`config.mk`:
```
export PLATFORM = sky130hd
export DESIGN_NAME = ad9516_spi_cfg
export DESIGN_NICKNAME = d
export VERILOG_FILES = /design/src/rtl/ad9516_spi_cfg.sv
export SDC_FILE = /design/constraint.sdc
export NUM_CORES = 1
export LEC_CHECK = 0
export BUFFER_PORTS_ARGS = -buffer_cell sky130_fd_sc_hd__buf_4
export CELL_PAD_IN_SITES_DETAIL_PLACEMENT = 1
export CELL_PAD_IN_SITES_GLOBAL_PLACEMENT = 2
export CORE_ASPECT_RATIO = 0.75
export CORE_MARGIN = 5
export CORE_UTILIZATION = 34
export DETAILED_ROUTE_END_ITERATION = 6
export GPL_TIMING_DRIVEN = 0
export PLACE_DENSITY_LB_ADDON = 0.15
export SETUP_SLACK_MARGIN = 0.1
export SYNTH_ARGS = -nofsm -noshare
export SYNTH_HDL_FRONTEND = slang
export SYNTH_SLANG_ARGS = --single-unit
export TNS_END_PERCENT = 1
```
`constraint.sdc`:
```
create_clock -name clk_50m -period 3 [get_ports clk_50m]
set_input_delay 0.3 -clock clk_50m [delete_from_list [all_inputs] [get_ports clk_50m]]
set_output_delay 0.3 -clock clk_50m [all_outputs]
set_load 0.01 [all_outputs]
```
`src/rtl/ad9516_spi_cfg.sv`:
```
// ad9516_spi_cfg: streams a 24-bit register table to an AD9516 over write-only SPI, then issues an IO update.
module ad9516_spi_cfg #(
  parameter int CLK_DIV  = 5,
  parameter int TBL_LEN  = 64,
  parameter int WAIT_CYC = 500_000,
  parameter int CS_GAP   = 10
) (
  input  logic        clk_50m,
  input  logic        hw_arst,
  input  logic        chip_rst_n,
  input  logic        cfg_start,
  output logic [7:0]  tbl_addr,
  input  logic [23:0] tbl_data,
  output logic        spi_csb,
  output logic        spi_sclk,
  output logic        spi_sdio,
  output logic        cfg_busy,
  output logic        cfg_done
);
  typedef enum logic [2:0] {IDLE, WAIT_RST, FETCH, LOAD, SHIFT, GAP, UPDATE, DONE} state_t;
  localparam logic [31:0] LP_WAIT = 32'(WAIT_CYC - 1);
  localparam logic [31:0] LP_GAP  = 32'(CS_GAP - 1);
  localparam logic [7:0]  LP_DIV  = 8'(CLK_DIV - 1);
  localparam logic [7:0]  LP_LAST = 8'(TBL_LEN - 1);
  localparam logic [23:0] LP_UPD  = {3'b000, 13'h0232, 8'h01};
  state_t      r_state;
  logic [1:0]  r_rst_sync;
  logic [31:0] r_cnt;
  logic [7:0]  r_div, r_addr;
  logic [4:0]  r_bit;
  logic [23:0] r_sr;
  logic        r_upd, r_csb, r_sclk, r_sdio, r_busy, r_done;
  logic        w_abort, w_unused;
  logic [23:0] w_word;
  // Frame word: write bit, 1-byte length, 13-bit register address, data byte.
  assign w_word   = (r_state == UPDATE) ? LP_UPD : {3'b000, tbl_data[20:8], tbl_data[7:0]};
  assign w_abort  = !chip_rst_n && !(r_state inside {IDLE, WAIT_RST, DONE});
  assign w_unused = &{1'b0, tbl_data[23:21]};
  assign tbl_addr = r_addr;
  assign spi_csb  = r_csb;
  assign spi_sclk = r_sclk;
  assign spi_sdio = r_sdio;
  assign cfg_busy = r_busy;
  assign cfg_done = r_done;
  always_ff @(posedge clk_50m or posedge hw_arst)
    if (hw_arst) r_rst_sync <= 2'b11;
    else r_rst_sync <= {r_rst_sync[0], 1'b0};
  always_ff @(posedge clk_50m or posedge hw_arst) begin
    if (hw_arst) begin
      r_state <= IDLE;
      r_cnt   <= '0;
      r_div   <= '0;
      r_addr  <= '0;
      r_bit   <= '0;
      r_sr    <= '0;
      r_upd   <= 1'b0;
      r_csb   <= 1'b1;
      r_sclk  <= 1'b0;
      r_sdio  <= 1'b0;
      r_busy  <= 1'b0;
      r_done  <= 1'b0;
    end else if (r_rst_sync[1]) begin
      r_state <= IDLE;
    end else if (w_abort) begin
      r_state <= WAIT_RST;
      r_cnt   <= '0;
      r_addr  <= '0;
      r_upd   <= 1'b0;
      r_csb   <= 1'b1;
      r_sclk  <= 1'b0;
      r_sdio  <= 1'b0;
      r_done  <= 1'b0;
    end else begin
      case (r_state)
        IDLE: begin
          r_state <= WAIT_RST;
          r_busy  <= 1'b1;
          r_cnt   <= '0;
        end
        WAIT_RST: begin
          r_cnt <= chip_rst_n ? r_cnt + 32'd1 : '0;
          if (chip_rst_n && r_cnt == LP_WAIT) begin
            r_state <= FETCH;
            r_addr  <= '0;
            r_upd   <= 1'b0;
          end
        end
        FETCH: r_state <= LOAD;
        LOAD, UPDATE: begin
          r_sr    <= w_word;
          r_sdio  <= w_word[23];
          r_csb   <= 1'b0;
          r_sclk  <= 1'b0;
          r_div   <= '0;
          r_bit   <= '0;
          r_upd   <= (r_state == UPDATE);
          r_state <= SHIFT;
        end
        SHIFT: begin
          r_div <= (r_div == LP_DIV) ? '0 : r_div + 8'd1;
          if (r_div == LP_DIV) begin
            if (!r_sclk) begin
              r_sclk <= 1'b1;
              r_bit  <= r_bit + 5'd1;
            end else if (r_bit == 5'd24) begin
              r_sclk  <= 1'b0;
              r_csb   <= 1'b1;
              r_sdio  <= 1'b0;
              r_cnt   <= '0;
              r_state <= GAP;
            end else begin
              r_sclk <= 1'b0;
              r_sr   <= {r_sr[22:0], 1'b0};
              r_sdio <= r_sr[22];
            end
          end
        end
        GAP: begin
          r_cnt <= r_cnt + 32'd1;
          if (r_cnt == LP_GAP) begin
            if (r_upd) begin
              r_state <= DONE;
              r_busy  <= 1'b0;
              r_done  <= 1'b1;
            end else if (r_addr < LP_LAST) begin
              r_addr  <= r_addr + 8'd1;
              r_state <= FETCH;
            end else r_state <= UPDATE;
          end
        end
        DONE: if (!chip_rst_n || cfg_start) begin
          r_state <= WAIT_RST;
          r_busy  <= 1'b1;
          r_done  <= 1'b0;
          r_cnt   <= '0;
        end
        default: r_state <= IDLE;
      endcase
    end
  end
endmodule

```
Word-level counts from Yosys, hierarchy flattened
Index checks and enable logic that the tools add are counted.
{"block": "totals", "regBits": 87, "latchBits": 0, "ramBits": 0, "rom_bits": 0, "elab_cells": 140, "memories": 0}
{"block": "op_classes", "add_sub_neg": 4, "mul": 0, "div_mod_pow": 0, "magnitude_cmp": 1, "eq_ne": 33, "n_shift": 0, "muxes": 60, "bitwise_logic": 2, "reduce_logical": 27}
{"operator": "32-bit 2-to-1 mux", "count": 6}
{"operator": "32-bit one-hot mux with 5 select lines", "count": 1}
{"operator": "23-bit 2-to-1 mux", "count": 3}
{"operator": "8-bit 2-to-1 mux", "count": 6}
{"operator": "23-bit one-hot mux with 2 select lines", "count": 1}
{"operator": "32-bit by 1-bit adder with 32-bit output, second input constant", "count": 1}
{"operator": "32-bit by 19-bit equality test with 1-bit output, second input constant", "count": 1}
{"operator": "32-bit by 4-bit equality test with 1-bit output, second input constant", "count": 1}
{"operator": "8-bit one-hot mux with 2 select lines", "count": 2}
{"operator": "3-bit 2-to-1 mux", "count": 10}
{"operator": "6-bit AND reduction", "count": 5}
{"operator": "21-bit 2-to-1 mux", "count": 1}
{"operator": "3-bit inequality test, second input constant", "count": 7}
{"operator": "3-bit one-hot mux with 7 select lines", "count": 1}
{"operator": "1-bit 2-to-1 mux", "count": 20}
{"operator": "3-bit nonzero test", "count": 6}
{"operator": "8-bit by 1-bit adder with 8-bit output, second input constant", "count": 2}
{"operator": "4-bit inequality test, second input constant", "count": 4}
{"operator": "5-bit AND reduction", "count": 3}
{"operator": "3-bit equality test, second input constant", "count": 4}
{"operator": "2-bit inequality test, second input constant", "count": 6}
{"operator": "5-bit 2-to-1 mux", "count": 2}
{"operator": "1-bit one-hot mux with 2 select lines", "count": 5}
{"operator": "5-bit one-hot mux with 2 select lines", "count": 1}
{"operator": "other kinds (20)", "count": 28}

Logic depth before layout (Yosys ltp)
Gate-level depths: netlist (run 1).
{"block": "depth", "word_depth": 7, "ltp_mapped": 10, "ltp_nobuf": 8}

Least setup slack after synthesis (run 1)
Ideal clock, no wire load.
{"block": "synth_path", "path_kind": "register to register", "from": "register r_bit[0]", "to": "register r_cnt[28]", "setup_ns": 0.078, "t_arrival_ns": 2.318, "t_required_ns": 2.922, "path_slack_ns": 0.605, "path_stages_with_launch": 9, "period_less_slack_ns": 2.395, "path_cell_list": "dfrtp_1 inv_1 ha_1 and4b_1 a41oi_1 a311o_1 or4_4 or3_1 a21oi_1"}
{"block": "synth_via", "elab_chain_len": 3}
{"element": "start, declared", "line": "30", "text": "logic [4:0] r_bit;"}
{"element": "start signal, assigned", "line": "104", "text": "r_bit <= r_bit + 5'd1;"}
{"element": "5-bit equality test", "line": "105", "text": "end else if (r_bit == 5'd24) begin"}
{"element": "3-bit inequality test (no line)"}
{"element": "6-bit AND reduction (no line)"}
{"element": "end signal, assigned", "line": "81", "text": "r_cnt <= chip_rst_n ? r_cnt + 32'd1 : '0;"}
{"element": "end signal, assigned", "line": "119", "text": "r_cnt <= r_cnt + 32'd1;"}
{"element": "end, declared", "line": "28", "text": "logic [31:0] r_cnt;"}
No other way between the ends.
A chain may end at the register's enable or synchronous reset.

Worst setup path after layout (run 1)
{"block": "layout_path", "from": "register r_cnt[11]", "to": "register r_addr[4], in the netlist tbl_addr[4]"}
{"block": "layout_via", "elab_chain_len": 4}
{"element": "32-bit by 19-bit equality test with 1-bit output", "line": "82", "text": "if (chip_rst_n && r_cnt == LP_WAIT) begin"}
{"element": "1-bit logical AND", "line": "82"}
{"element": "3-bit by 2-bit inequality test with 1-bit output (no line)"}
{"element": "6-bit AND reduction (no line) (*)"}
{"element": "end signal, assigned", "line": "126", "text": "r_addr <= r_addr + 8'd1;"}
{"element": "end, declared", "line": "29", "text": "logic [7:0] r_div, r_addr;"}
Mark *: on every way between the ends. The rest lies on a longest branch, timed or not.

==> results.py, run 1 <==
metrics = {
    "placed_design": {
        "dp_hpwl_mm": 10.6,
        "place.port_buffers": 37,
        "gp_congestion": 0.788,
        "post-place-ws_ns": 0.0254,
    },
    "global_route": {
        "grt_pass1_wl_mm": 24.5,
        "grt_max_degree": 58,
        "antenna_found_initial": 0,
        "grt_pass1_vias": 4463,
        "grt_usage_pct": 18.3,
        "overflow": 0,
    },
    "final_layout": {
        "drive_gt1_share_pct": 15.1,
        "syn2layout_area_growth_pct": 18.7,
        "layout_commonest_cell": "dfrtp_1",
        "num_antenna_cells": 0,
        "fillerInstances": 1612,
        "mostFrequentLayoutCells": "82 x dfrtp_1, 76 x o21ai_0, 68 x nand2_1",
        "layout.nets": 639,
    },
    "critical_path": {
        "critical_path_cell_count": 8,
        "crit_required_ns": 3.25,
        "cp_num_buf_inv": 2,
        "crit_type": "flop to flop",
        "worstSetupEndpointType": "flop",
        "critPathArrivalTime_ns": 3.00,
        "path_cells": "nor4_2, nand4_1, nand4b_1, a211o_1, buf_2, or2_0, clkbuf_2, o41ai_1",
        "crit_path_start_kind": "flop",
        "ff2ff_path_depth": 8,
        "slowest_stage": "dfrtp_1",
        "max_stage_delay_ns": 0.43,
        "path_delay_family": "simple AND/OR/NAND/NOR gates",
        "cp_max_fo": 9,
    },
    "yosys": {
        "synth_edf_count": 0,
        "ys_types": 67,
        "netlist_area_um2": 4840,
        "synth_top_area_share_pct": 43.4,
        "synth_area_leaders": "dfrtp_1 43%, o21ai_0 7.9%, nand2_1 5.3%",
        "synth_flop_cell": "dfrtp_1",
        "synth_cells": 553,
        "yosys_warnings": 0,
        "yosys_register_bits": 87,
        "yosysTopAreaCell": "dfrtp_1",
        "syn_avg_cell_area_um2": 8.76,
        "synth-async-reset-ratio_pct": 100,
        "seq_area_frac_synth_pct": 45.0,
        "synth_nets": 588,
    },
    "sta": {
        "layout_setup_ws_ns": 0.247,
        "fin_crit_ns": 2.75,
        "tns_ns": 0,
        "slew_headroom_pct": 39.4,
        "grt_setup_unrepaired": "false",
        "setup_viol": 0,
        "fin_skew_ns": 0.00911,
        "clock.fmax_mhz": 363,
        "worst_slew_pin_slew_ns": 0.902,
        "drv_slew": 0,
        "fin_crit_sh_pct": 91.8,
        "finalHoldViolations": 0,
    },
    "route": {
        "viasPerCell": 5.64,
        "drc_errors": 0,
        "drt_iter0_markers": 244,
        "first_pass_iters": 5,
        "ant_nets": 0,
        "vias": 4425,
        "wl_per_cell_um": 18.9,
        "wirelength_mm": 14.8,
    },
    "power_and_ir_drop": {
        "p_total_mw": 3.58,
        "p_leak_nw": 2.43,
        "power_density_nw_per_um2": 622,
        "vdd_drop_max_v": 0.000263,
    },
    "flow_run": {
        "drv_cap": 0,
    },
    "clocking": {
        "clockBufferDepth": 2,
        "cts_root_buffer": "clkbuf_16",
        "clkSlewWorstSetupHoldPaths_ns": 0.07,
        "cts_tree": "done",
        "h-tree-depth": 3,
        "cts_inserted_buffers": 9,
        "clk_latency_ns": 0.35,
        "cts.sinks": 87,
    },
    "die": {
        "fp.dieArea_um2": 16800,
        "coreArea_um2": 13800,
        "die_w_um": 148,
        "initial_core_util_pct": 35.0,
        "io_pins": 41,
        "num_rows": 37,
        "die_h_um": 113,
    },
    "min_path": {
        "hold_depth": 3,
        "hp-class": "input pin to flop",
    },
    "status": {
        "status": "finished clean",
    },
}
power by group:
part | switching [mW] | internal [mW] | total [mW] | leakage (nW)
combinational | 0.522 | 0.297 | 0.819 | 1.11
clock | 0.491 | 0.753 | 1.24 | 0.156
sequential | 0.140 | 1.38 | 1.52 | 1.16
total | 1.15 | 2.43 | 3.58 | 2.43
cell type report:
cell class	instances	area (µm²)	share of cell area, %
plain buffers	30	125	2.18
clock buffers	11	243	4.22
clock inverters	5	81.3	1.41
inverters	16	62.6	1.09
multi-input cells	420	2510	43.7
flip-flops and latches	87	2180	38.0
well taps	175	219	3.81
repair buffers	40	323	5.61
timing repair:
| item | 4_1_cts | 5_1_grt |
|---|---|---|
| endpoints found under the hold margin | 30 | 0 |
| setup buffers | 0 | 1 |
| pin swaps | 0 | 4 |
| setup endpoints to repair | 29 | 55 |
| hold buffers | 1 | 0 |
| resized for setup | 1 | 18 |
synthesized netlist by cell type, types with 3 or more instances:
cell type and instances:
inv_1 16, nor3_1 14, and2_1 6, mux2i_1 4
buf_2 4, o31ai_1 14, and3_1 8, a22o_1 4
nor2_1 39, nor2b_1 4, dfstp_2 3, a31oi_1 10
nand3_1 21, dfrtp_1 84, nor4_1 8, nand2_1 68
nand2b_1 8, a21o_1 5, xor2_1 4, xnor2_1 4
o41ai_1 3, a21oi_1 22, o21ai_0 76, o22ai_1 6
or3b_2 4, clkbuf_1 25, or3_1 5, o21bai_1 4
nand4_1 14, a22oi_1 16, ha_1 7
cell families (layout without fill, tap and decap cells):
group,Yosys count,in the layout,synth area share [%]
compound gates,175,175,22.2
xor+xnor,8,8,1.45
fa+ha+maj,7,7,1.81
buf+inv,46,102,3.69
flops,87,87,45.0
mux,5,5,1.06
other cells,1,1,0.0774
simple gates,224,224,24.7
layer usage:
layer	track usage (%)	vias up	wire length [µm]
met4	4.25	0	71
met2	24.6	55	6190
met1	29.5	2242	8120
met3	3.77	4	466
met5	0	-	0
li1	-	2124	-
through the flow:
step / instance area [µm²] / instances / util, % / hold WS [ns]
2_1_floorplan: 4840 / 553 / - / 0.345
3_3_place_gp: 5340 / 765 / 38.6 / 0.346
3_5_place_dp: 5370 / 766 / 38.8 / 0.349
4_1_cts: 5710 / 783 / 41.2 / 0.245
5_1_grt: 5750 / 784 / 41.6 / 0.254
6_report: 5750 / 784 / 41.6 / 0.252
worst register-to-register path, delay by kind of cell (launching register included):
family	cells	cell delay [ns]
compound gates	2	0.62
flops	1	0.43
buf+inv	2	0.35
simple gates	4	1.24
flip-flops by register name (all words and copies together), names as in the netlist, 2 cells and up:
name / count
r_cnt: 32
r_sr: 23
r_div: 8
tbl_addr: 8
r_bit: 5
r_state: 3
r_rst_sync: 2
worst paths after layout:
check,start,to,slack (ns)
max,r_cnt[11],tbl_addr[4],0.25
min,tbl_data[16],r_sr[16],0.25
max reg2reg,r_cnt[11],tbl_addr[4],0.25
min reg2reg,r_rst_sync[0],r_rst_sync[1],0.36
max in group asynchronous,hw_arst,r_rst_sync[1],1.80
min in group asynchronous,hw_arst,r_cnt[13],0.52
Power figures use the tool's default switching activity.
==> inputs of run 2 (changes only) <==
--- a/config.mk
+++ b/config.mk
@@ -10,7 +10,7 @@
 export CELL_PAD_IN_SITES_GLOBAL_PLACEMENT = 2
 export CORE_ASPECT_RATIO = 0.75
 export CORE_MARGIN = 5
-export CORE_UTILIZATION = 34
+export CORE_UTILIZATION = 37
 export DETAILED_ROUTE_END_ITERATION = 6
 export GPL_TIMING_DRIVEN = 0
 export PLACE_DENSITY_LB_ADDON = 0.15
==> run 2 against run 1 <==
Critical path depth grew 1. First-iteration DRC count grew 0.41%. Die area shrank 7.5%. Combinational power grew 1%. Final area shrank 0.54%. Cell count shrank 0.26%. Clock-buffer cell count grew 1. Power shrank 1.6%. Maximum frequency shrank 2.9%. Register-to-register slack lost 0.08 ns.
==> results.py, run 2 (synthesis results as in run 1) <==
metrics = {
    "status": {
        "status": "finished clean",
    },
    "critical_path": {
        "cp_num_buf_inv": 2,
        "rr_endpoint": "r_cnt[27]",
        "crit_required_ns": 3.29,
        "slowest_stage": "or4_1",
        "worstSetupEndpointType": "flop",
        "ff2ff_path_depth": 9,
        "reg2reg_slack_ns": 0.16,
        "critical_path_cell_count": 9,
        "path_delay_family": "simple AND/OR/NAND/NOR gates",
        "critPathArrivalTime_ns": 3.12,
        "path_cells": "inv_1, ha_1, and4b_1, a41oi_1, a311o_1, clkbuf_1, nor2_1, or4_1, nand2_1",
        "cp_max_fo": 10,
        "r2r-start": "r_bit[0]",
        "crit_type": "flop to flop",
        "max_stage_delay_ns": 0.56,
        "crit_path_start_kind": "flop",
        "crit_start": "r_bit[0]",
        "crit_end": "r_cnt[27]",
    },
    "die": {
        "coreArea_um2": 12900,
        "die_w_um": 142,
        "die_h_um": 109,
        "num_rows": 36,
        "initial_core_util_pct": 37.5,
        "fp.dieArea_um2": 15500,
        "io_pins": 41,
    },
    "route": {
        "ant_nets": 0,
        "viasPerCell": 5.69,
        "first_pass_iters": 5,
        "drt_iter0_markers": 245,
        "wl_per_cell_um": 19.0,
        "drc_errors": 0,
        "vias": 4452,
        "wirelength_mm": 14.9,
    },
    "min_path": {
        "hp-class": "input pin to flop",
    },
    "clocking": {
        "clkSlewWorstSetupHoldPaths_ns": 0.07,
        "clockBufferDepth": 2,
        "cts_tree": "done",
        "clk_latency_ns": 0.34,
        "cts_inserted_buffers": 9,
        "cts.sinks": 87,
        "cts_root_buffer": "clkbuf_16",
        "h-tree-depth": 3,
    },
    "final_layout": {
        "syn2layout_area_growth_pct": 18.1,
        "num_antenna_cells": 0,
        "mostFrequentLayoutCells": "84 x dfrtp_1, 76 x o21ai_0, 68 x nand2_1",
        "layout_commonest_cell": "dfrtp_1",
        "fin_cells": 782,
        "largest_reg_flops": 32,
        "drive_gt1_share_pct": 14.1,
        "regMostFlops": "r_cnt",
        "layout.nets": 641,
        "reg.largest.list": "r_cnt x32, r_sr x23",
    },
    "placed_design": {
        "gp_congestion": 0.823,
        "dp_hpwl_mm": 10.7,
        "place_inst": 762,
        "place.port_buffers": 37,
    },
    "global_route": {
        "overflow": 0,
        "grt_max_degree": 58,
        "grt_usage_pct": 20.1,
        "grt_pass1_wl_mm": 24.9,
        "grt_pass1_vias": 4576,
        "antenna_found_initial": 0,
    },
    "sta": {
        "setup_viol": 0,
        "clock.fmax_mhz": 353,
        "worst_slew_pin_slew_ns": 0.813,
        "slew_headroom_pct": 45.4,
        "finalHoldViolations": 0,
        "fin_crit_sh_pct": 94.5,
        "hold_ws_ns": 0.266,
        "grt_setup_unrepaired": "true",
        "fin_crit_ns": 2.84,
        "fin_skew_ns": 0.00855,
        "drv_slew": 0,
    },
    "power_and_ir_drop": {
        "power_density_nw_per_um2": 616,
        "p_total_mw": 3.52,
        "netSwitchingPower_mw": 1.16,
        "switching_share_pct": 32.8,
        "p_int_mw": 2.37,
        "power_frac_seq_pct": 43.2,
        "clkPwrFrac_pct": 33.4,
        "p_leak_nw": 2.42,
        "vdd_drop_max_v": 0.000318,
        "power_frac_comb_pct": 23.5,
    },
    "flow_run": {
        "drv_cap": 0,
    },
}
-- run 2: changes by cell type in the layout (fill, tap and decap cells not counted), moves of 2 or more --
cell,before,now
clkbuf_1,21,24
buf_4,38,40
clkbuf_2,5,3
dfrtp_1,82,84
dfrtp_2,2,0
nor4_1,6,8
nor4_2,3,1
-- run 2: area by class of cell --
cell class | instances | area (µm²)
Clock buffer | 12 | 256
Fill cell | 1513 | 7210
Clock inverter | 4 | 53.8
Timing Repair Buffer | 42 | 338
Inverter | 16 | 62.6
Tap cell | 171 | 214
Buffer | 30 | 121
Multi-Input combinational cell | 420 | 2490
Sequential cell | 87 | 2180
-- run 2: power groups by stage --
| stage | Sequential, mW | Combinational [mW] | Clock (mW) |
|---|---|---|---|
| finish | 1.52 | 0.827 | 1.18 |
| global route | 1.54 | 0.933 | 1.27 |
| CTS | 1.52 | 0.825 | 1.22 |
| detailed placement | 1.53 | 0.815 | 0 |
| global placement | 1.53 | 0.772 | 0 |
| floorplan | 1.50 | 0.555 | 0 |
-- run 2: how the worst min path moves through the flow --
| stage | from | end | slack (ns) | depth (start not counted) |
|---|---|---|---|---|
| global route | tbl_data[14] | r_sr[14] | 0.27 | 3 |
| CTS | tbl_data[0] | r_sr[0] | 0.26 | 3 |
| finish | tbl_data[0] | r_sr[0] | 0.27 | 3 |
| global placement | r_rst_sync[0] | r_rst_sync[1] | 0.35 | 0 |
| detailed placement | r_rst_sync[0] | r_rst_sync[1] | 0.35 | 0 |
| floorplan | r_rst_sync[0] | r_rst_sync[1] | 0.35 | 0 |
-- run 2: metrics by stage --
stage               setup TNS [ns]  worst slack, ns  instance area [µm²]  utilization [%]
floorplan                        0            0.455                 4840                -
global placement            -74.09           -0.890                 5340             41.3
detailed placement               0           0.0525                 5370             41.5
CTS                              0           0.0349                 5690             44.0
global route                     0           0.0129                 5720             44.3
finish                           0            0.164                 5720             44.3
-- run 2: per-layer routing --
layer / wire length, µm / GRT usage (%)
met4: 113 / 4.59
met5: 0 / 0
met3: 504 / 3.59
met1: 7900 / 30.8
met2: 6330 / 29.3
-- run 2: worst register-to-register path: stages (launching register included) --
cell      delay [ns]
dfrtp_1         0.39
inv_1           0.09
ha_1            0.20
and4b_1         0.26
a41oi_1         0.29
a311o_1         0.25
clkbuf_1        0.40
nor2_1          0.26
or4_1           0.56
nand2_1         0.08
-- run 2: timing repair --
item | 4_1_cts | 5_1_grt
gates resized for setup | 1 | 5
gates cloned | 0 | 0
setup buffers | 0 | 3
hold buffers | 1 | 0
pin swaps | 0 | 1
endpoints found under the setup margin | 26 | 46
hold endpoints to repair | 30 | 0
